<file path="config.mk">
export PLATFORM = sky130hd
export DESIGN_NAME = pixel_buffer_reader
export DESIGN_NICKNAME = d
export VERILOG_FILES = /design/src/rtl/pixel_buffer_reader.sv
export SDC_FILE = /design/constraint.sdc
export NUM_CORES = 1
export LEC_CHECK = 0
export BUFFER_PORTS_ARGS = -buffer_cell sky130_fd_sc_hd__buf_4
export CORE_MARGIN = 2
export CORE_UTILIZATION = 56
export DETAILED_ROUTE_END_ITERATION = 8
export HOLD_SLACK_MARGIN = 0.05
export PLACE_DENSITY = 0.81
export RECOVER_POWER = 100
export SLEW_MARGIN = 40
export SYNTH_ARGS = -nofsm -noshare
export SYNTH_HDL_FRONTEND = slang
export SYNTH_SLANG_ARGS = --single-unit
</file>
<file path="constraint.sdc">
create_clock -name clk -period 4.2 [get_ports clk]
set_input_delay 0.63 -clock clk [delete_from_list [all_inputs] [get_ports clk]]
set_output_delay 0.63 -clock clk [all_outputs]
set_load 0.1 [all_outputs]
</file>
<file path="src/rtl/pixel_buffer_reader.sv">
// pixel_buffer_reader: walks a rectangular region of the LocalBuffer pixel
// SRAM via read port A and streams each 48-bit word to the compute datapath.
// A small output FIFO absorbs the one-cycle SRAM read latency so one word per
// cycle is sustained while the consumer stays ready.
//
// Handshake: pix_valid is high whenever the FIFO holds a word. A word is
// transferred on every rising edge where pix_valid & pix_ready are both high.
// While pix_valid=1 and pix_ready=0, pix_data/pix_eol/pix_last hold steady.
// pix_valid never depends on pix_ready.
module pixel_buffer_reader #(
  parameter int ADDR_W     = 10,
  parameter int DATA_W     = 48,
  parameter int FIFO_DEPTH = 2,
  localparam int CNT_W     = $clog2(FIFO_DEPTH + 1)
) (
  input  logic              clk,
  input  logic              rst_n,
  input  logic              start,
  input  logic [ADDR_W-1:0] base_addr,
  input  logic [ADDR_W-1:0] cols,
  input  logic [ADDR_W-1:0] rows,
  input  logic [ADDR_W-1:0] row_stride,
  output logic              busy,
  output logic              done,
  output logic [ADDR_W-1:0] sram_a,
  output logic              sram_oea,
  output logic [2:0]        sram_wean,
  input  logic [DATA_W-1:0] sram_doa,
  output logic [DATA_W-1:0] pix_data,
  output logic              pix_valid,
  input  logic              pix_ready,
  output logic              pix_eol,
  output logic              pix_last,
  output logic [1:0]        dbg_state,
  output logic [CNT_W-1:0]  dbg_fifo_count,
  output logic              dbg_inflight
);

  localparam int PTR_W = (FIFO_DEPTH > 1) ? $clog2(FIFO_DEPTH) : 1;
  localparam logic [CNT_W:0]    DEPTH_V  = (CNT_W + 1)'(FIFO_DEPTH);
  localparam logic [PTR_W-1:0]  PTR_LAST = PTR_W'(FIFO_DEPTH - 1);
  localparam logic [PTR_W-1:0]  PTR_ONE  = PTR_W'(1);
  localparam logic [ADDR_W-1:0] ADDR_ONE = ADDR_W'(1);

  typedef enum logic [1:0] {
    S_IDLE  = 2'd0,
    S_RUN   = 2'd1,
    S_DRAIN = 2'd2,
    S_DONE  = 2'd3
  } state_t;

  state_t            state_q;
  logic [ADDR_W-1:0] cols_q, rows_q, stride_q;
  logic [ADDR_W-1:0] addr_q, row_addr_q, col_q, row_q;
  logic              empty_q;
  logic              inflight_q, inflight_eol_q, inflight_last_q;
  logic [CNT_W-1:0]  count_q;
  logic [PTR_W-1:0]  wr_ptr_q, rd_ptr_q;
  logic [DATA_W-1:0]     data_mem_q [FIFO_DEPTH];
  logic [FIFO_DEPTH-1:0] eol_mem_q, last_mem_q;

  logic              pop, push, issue, is_eol, is_last;
  logic [CNT_W:0]    occ_after;
  logic [CNT_W-1:0]  count_d;
  logic [ADDR_W-1:0] next_row_addr;

  // A read may be issued only if its word will still fit once it lands.
  assign pop           = (count_q != '0) && pix_ready;
  assign push          = inflight_q;
  assign occ_after     = {1'b0, count_q} + (CNT_W + 1)'(inflight_q) - (CNT_W + 1)'(pop);
  assign issue         = (state_q == S_RUN) && !empty_q && (occ_after < DEPTH_V);
  assign is_eol        = (col_q == cols_q - ADDR_ONE);
  assign is_last       = is_eol && (row_q == rows_q - ADDR_ONE);
  assign count_d       = count_q + CNT_W'(push) - CNT_W'(pop);
  assign next_row_addr = row_addr_q + stride_q;

  assign sram_a    = addr_q;
  assign sram_oea  = issue || inflight_q;
  assign sram_wean = 3'b111;

  assign busy      = (state_q == S_RUN) || (state_q == S_DRAIN);
  assign done      = (state_q == S_DONE);
  assign pix_valid = (count_q != '0);
  assign pix_data  = data_mem_q[rd_ptr_q];
  assign pix_eol   = pix_valid && eol_mem_q[rd_ptr_q];
  assign pix_last  = pix_valid && last_mem_q[rd_ptr_q];

  assign dbg_state      = state_q;
  assign dbg_fifo_count = count_q;
  assign dbg_inflight   = inflight_q;

  // Control FSM with region walk counters and the in-flight read tag.
  // An empty region still spends one busy cycle in RUN before DONE.
  always_ff @(posedge clk or negedge rst_n) begin
    if (!rst_n) begin
      state_q         <= S_IDLE;
      cols_q          <= '0;
      rows_q          <= '0;
      stride_q        <= '0;
      addr_q          <= '0;
      row_addr_q      <= '0;
      col_q           <= '0;
      row_q           <= '0;
      empty_q         <= 1'b0;
      inflight_q      <= 1'b0;
      inflight_eol_q  <= 1'b0;
      inflight_last_q <= 1'b0;
      count_q         <= '0;
    end else begin
      inflight_q <= issue;
      count_q    <= count_d;
      if (issue) begin
        inflight_eol_q  <= is_eol;
        inflight_last_q <= is_last;
      end
      case (state_q)
        S_IDLE: begin
          if (start) begin
            cols_q     <= cols;
            rows_q     <= rows;
            stride_q   <= row_stride;
            addr_q     <= base_addr;
            row_addr_q <= base_addr;
            col_q      <= '0;
            row_q      <= '0;
            empty_q    <= (rows == '0) || (cols == '0);
            state_q    <= S_RUN;
          end
        end
        S_RUN: begin
          if (empty_q) begin
            state_q <= S_DONE;
          end else if (issue) begin
            if (is_eol) begin
              row_addr_q <= next_row_addr;
              addr_q     <= next_row_addr;
              col_q      <= '0;
              row_q      <= row_q + ADDR_ONE;
            end else begin
              addr_q <= addr_q + ADDR_ONE;
              col_q  <= col_q + ADDR_ONE;
            end
            if (is_last) begin
              state_q <= S_DRAIN;
            end
          end
        end
        S_DRAIN: begin
          if (count_d == '0) begin
            state_q <= S_DONE;
          end
        end
        default: begin
          state_q <= S_IDLE;
        end
      endcase
    end
  end

  // FIFO pointers: write on capture of the read data, read on a handshake.
  always_ff @(posedge clk or negedge rst_n) begin
    if (!rst_n) begin
      wr_ptr_q <= '0;
      rd_ptr_q <= '0;
    end else begin
      if (push) begin
        wr_ptr_q <= (wr_ptr_q == PTR_LAST) ? '0 : wr_ptr_q + PTR_ONE;
      end
      if (pop) begin
        rd_ptr_q <= (rd_ptr_q == PTR_LAST) ? '0 : rd_ptr_q + PTR_ONE;
      end
    end
  end

  // FIFO storage: SRAM word plus its row/region tags.
  always_ff @(posedge clk) begin
    if (push) begin
      data_mem_q[wr_ptr_q] <= sram_doa;
      eol_mem_q[wr_ptr_q]  <= inflight_eol_q;
      last_mem_q[wr_ptr_q] <= inflight_last_q;
    end
  end

endmodule

</file>
# ---- Word level (Yosys, flattened, before mapping)
# Memory sizes are Yosys's and may differ from the RTL's.
# Index checks and enable logic that the tools add are counted.
dict set report word_totals {
  reg_bits 84
  ramBits 96
  inputBits 92
  mem_count 1
}
dict set report classes {
  add_sub_neg 12
  n_lt_le_gt_ge 4
  eq_ne 12
  n_mux 36
  reduce_logical 21
}
# name depth word_bits read_ports rd_ports_with_merged_regs write_ports line_no
set mem_list {}
lappend mem_list {data_mem_q 2 48 1 0 1 59} ;# logic [DATA_W-1:0] data_mem_q [FIFO_DEPTH];
# op n
set op_table {}
lappend op_table {{10-bit 2-to-1 mux} 14}
lappend op_table {{10-bit case mux with 2 select lines} 4}
lappend op_table {{10-bit by 1-bit adder with 10-bit output (second input constant)} 3}
lappend op_table {{10-bit equality test} 2}
lappend op_table {{10-bit logical NOT} 2}
lappend op_table {{10-bit by 1-bit subtractor with 10-bit output (second input constant)} 2}
lappend op_table {{10-bit adder} 1}
lappend op_table {{2-bit 2-to-1 mux} 5}
lappend op_table {{1-bit 2-to-1 mux} 9}
lappend op_table {{2-bit inequality test (second input constant)} 4}
lappend op_table {{4-bit AND reduction} 2}
lappend op_table {{1-bit logical AND} 7}
lappend op_table {{3-bit inequality test (second input constant)} 2}
lappend op_table {{2-bit case mux with 3 select lines} 1}
lappend op_table {{5-bit AND reduction} 1}
lappend op_table {{2-bit bitwise mux} 2}
lappend op_table {{2-bit equality test (second input constant)} 2}
lappend op_table {{2-bit logical NOT} 2}
lappend op_table {{1-bit by 2-bit < comparator with 1-bit output (second input constant)} 2}
lappend op_table {{2-bit nonzero test} 2}
lappend op_table {{2-bit by 1-bit adder with 3-bit output} 1}
lappend op_table {{1-bit logical OR} 3}
lappend op_table {{3-bit by 2-bit < comparator with 1-bit output (second input constant)} 1}
lappend op_table {{3-bit by 1-bit subtractor with 3-bit output} 1}
lappend op_table {{9 further kinds} 10}

# ---- Longest topological paths before layout
dict set report logic_depth {
  word_depth 8
  depth_mapped 14
}

# ---- Worst setup path after synthesis
# No wires, ideal clock.
dict set report synth_timing {
  kind {register to output}
  from {register count_q[1] (netlist: dbg_fifo_count[1])}
  to {output port sram_oea}
  arrival_time_ps 3558
  setup_slack_ps 12
  stages_incl_launch_ff 10
  path_cell_list {dfrtp_1 nor2_1 nor2b_1 ha_1 inv_1 ha_1 fa_1 or3b_2 clkbuf_1 nand2_1}
}
dict set report synth_via {
  elab_chain_len 6
  elab_cells_between_ends 7
  cone_classes {add/sub: 2; order compare: 1; reduce/logical: 4}
}
# item line_no
set synth_lines {}
lappend synth_lines {{start: declaration} 57} ;# logic [CNT_W-1:0] count_q;
lappend synth_lines {{start signal: assignment} 111} ;# count_q <= count_d;
lappend synth_lines {{2-bit nonzero test} 68} ;# assign pop = (count_q != '0) && pix_ready;
lappend synth_lines {{1-bit logical AND} 68}
lappend synth_lines {{named net pop} 62} ;# logic pop, push, issue, is_eol, is_last;
lappend synth_lines {{3-bit by 1-bit subtractor with 3-bit output} 70} ;# assign occ_after = {1'b0, count_q} + (CNT_W + 1)'(inflight_q) - (CNT_W + 1)'(pop);
lappend synth_lines {{3-bit by 2-bit < comparator with 1-bit output} 71} ;# assign issue = (state_q == S_RUN) && !empty_q && (occ_after < DEPTH_V);
lappend synth_lines {{1-bit logical AND} 71}
lappend synth_lines {{1-bit logical OR} 78} ;# assign sram_oea = issue || inflight_q;
lappend synth_lines {{end: declaration} 26} ;# output logic sram_oea,
# The timed path passes the listed nets, and every way through them passes these cells.

# ---- Worst setup path after layout
# Ends and elaborated chain as after synthesis.

==> metrics.cfg <==
[global_routing]
grt_pass1_vias=6022
grtUsageTotal=0.233
grt_max_degree=81
grt_pass1_wl_mm=29.9
antenna_found_initial=0
overflow=0

[hold_path]
hp-class=input pin to flop
min_from=sram_doa[15]

[drt]
antenna_left=0
dr.pass1.iters=5
routed_wl_mm=18.8
viasPerCell=5.76
route.detailed.drc=0
wl_per_cell_um=17.9
drt_iter0_drc=439
num_vias=6062

[worst_setup_path]
max_stage_delay_ns=0.57
critPathKind=flop to output pin
cp_cell_sequence=nor2_1 > nor2b_1 > ha_1 > inv_1 > ha_1 > fa_1 > xor2_1 > or3b_2 > nand2_1 > buf_4
cp-end-kind=output pin
crit_path_start_kind=flop
worstPathRequired_ns=3.57
crit_start=dbg_fifo_count[1]
crit_slowest_cell=or3b_2
crit_path_frequent_cell=ha_1
path_max_fanout=9
worstPathArrival_ns=3.28
r2r-start=dbg_fifo_count[1]

[clocking]
cts_tree=yes
clk_latency_ns=0.43
cts_made_buffers=17
root_buffer=clkbuf_16
hold_buffers=0
cts_setup_buffers=0
cts_resized=0
cts.sinks=180
path_clk_slew_ns=0.07
clock_path_buffers=2
htreeDepth=4

[sta]
rsz0062_at_grt=false
setup_tns_ns=0
finalCritPeriodShare=0.932
finalMaxSlewViolations=207
fmax_ghz=0.256
hold-worst-slack_ns=0.405
worst_clock_skew_ns=0.0109
timing_hold_violations_final=0
finalSetupViolations=0
worst_pin_slew_ns=2.17
period_minus_slack_ns=3.91
slew_headroom=-0.449

[floorplanning]
rows=45
coreArea_um2=15100
die_h_um=128
initial_utilization=0.571
fp.dieW_um=128
die_area_um2=16400
ios=164

[place]
dp.cells=1020
gp_congestion=0.902
dpl.hpwl_mm=13.3
port_buffers=160

[final_layout]
syn_to_final_growth_pct=19.6
fin_nets=966
antennaDiodeCount=0
final_layout_size_suffix_gt1_frac=0.294
utilization=0.683
final_cells=1052

[logic_synthesis]
syn_area_per_cell_um2=12.6
synth_top_area_cell=edfxtp_1
synth_xor_area_frac=0.0436
synthTopCellsByCount=100 x edfxtp_1, 81 x mux2_2, 80 x dfrtp_1
yosysMostFrequentCell=edfxtp_1
ys_top_cells_by_area=edfxtp_1 35%, dfrtp_1 23%, mux2_2 11%
synth_top_cell_area_share=0.347
ys.flop_type=edfxtp_1
synthMuxAreaShare=0.128
synthCells=684
synth_adder_area_share=0.0350
ys_ff_latch=180
synth_top_family_by_area=multiplexers
yosys_warnings=0
synth-simple-area-share=0.112
yosysUniqueCellTypes=67
async_flop_share=0.444
synth_edf_count=100
synth_compound_area_frac=0.0751
synth-seq-area-share=0.579
synth_area_um2=8650

[outcome]
failed_checks=max-capacitance violations, max-slew violations
status=finished, violations left

[flow_run]
max-cap-violations=4

==> area by class of cell <==
type | count | area [um^2]
clock buffer | 17 | 425
sequential | 180 | 5000
inverter | 27 | 101
clock inverter | 15 | 135
tap | 188 | 235
multi-input combinational | 453 | 3410
fill | 1110 | 4800
timing repair buffer | 172 | 1030
==> layout by cell type (no fill, tap or decap), types with 5 or more instances in the layout <==
| cell | n |
|---|---|
| a21oi_1 | 23 |
| a221o_1 | 5 |
| a31oi_1 | 10 |
| and3_1 | 9 |
| buf_4 | 50 |
| clkbuf_1 | 38 |
| clkbuf_16 | 17 |
| clkbuf_2 | 49 |
| clkbuf_4 | 35 |
| dfrtp_1 | 80 |
| edfxtp_1 | 100 |
| ha_1 | 21 |
| inv_1 | 27 |
| inv_6 | 5 |
| inv_8 | 5 |
| mux2_1 | 7 |
| mux2_2 | 78 |
| mux2i_1 | 15 |
| nand2_1 | 46 |
| nand2b_1 | 8 |
| nand3_1 | 12 |
| nand4_1 | 6 |
| nor2_1 | 48 |
| nor2b_1 | 8 |
| nor3_1 | 7 |
| nor4_1 | 8 |
| o21ai_0 | 23 |
| or3_1 | 5 |
| xnor2_1 | 21 |
| xor2_1 | 22 |
==> worst max-delay path: cells and delay by family, from the launching register on <==
kind / cells / cell delay (ns)
fa+ha+maj: 3 / 0.85
simple gates: 4 / 1.05
flops: 1 / 0.43
buf+inv: 2 / 0.33
xor+xnor: 1 / 0.21
==> logic make-up (layout without fill, tap and decap cells) <==
kind of cell | Yosys count | in the layout
compound gates | 97 | 97
xor+xnor | 43 | 43
fa+ha+maj | 23 | 23
buf+inv | 53 | 231
flops | 180 | 180
mux | 100 | 100
other cells | 1 | 3
simple gates | 187 | 187
==> per-layer routing <==
layer	wire length, um	vias to the layer above	GRT usage
li1	-	2847	-
met1	7830	2983	0.297
met2	9290	215	0.396
met3	1490	17	0.0659
met4	214	0	0.0595
met5	0	-	0
==> final timing paths <==
check                                         end  slack [ns]  cells past startpoint
worst min register to register       eol_mem_q[1]        0.48                      0
worst min-delay path            data_mem_q[1][15]        0.40                      1
worst max register to register          sram_a[6]        0.34                     13
max in group asynchronous       dbg_fifo_count[1]        2.23                      1
min in group asynchronous               cols_q[2]        0.78                      1
worst max-delay path                     sram_oea        0.29                     10
==> per-stage QoR <==
| step | instance area [um^2] | setup slack [ns] |
|---|---|---|
| floorplan | 8650 | 0.0123 |
| global placement | 10000 | 0.458 |
| detailed placement | 10100 | 0.337 |
| CTS | 10700 | 0.227 |
| global route | 10300 | 0.0379 |
| finish | 10300 | 0.287 |
==> sequential cells by signal, summed over array words and instances, names as in the netlist, 10 cells and up <==
signal / cells
data_mem_q: 96
col_q: 10
cols_q: 10
row_addr_q: 10
row_q: 10
rows_q: 10
sram_a: 10
stride_q: 10
Power is left out: the tool's default activity adds up to more than one toggle a clock period on the data nets, which glitch-free logic cannot reach.
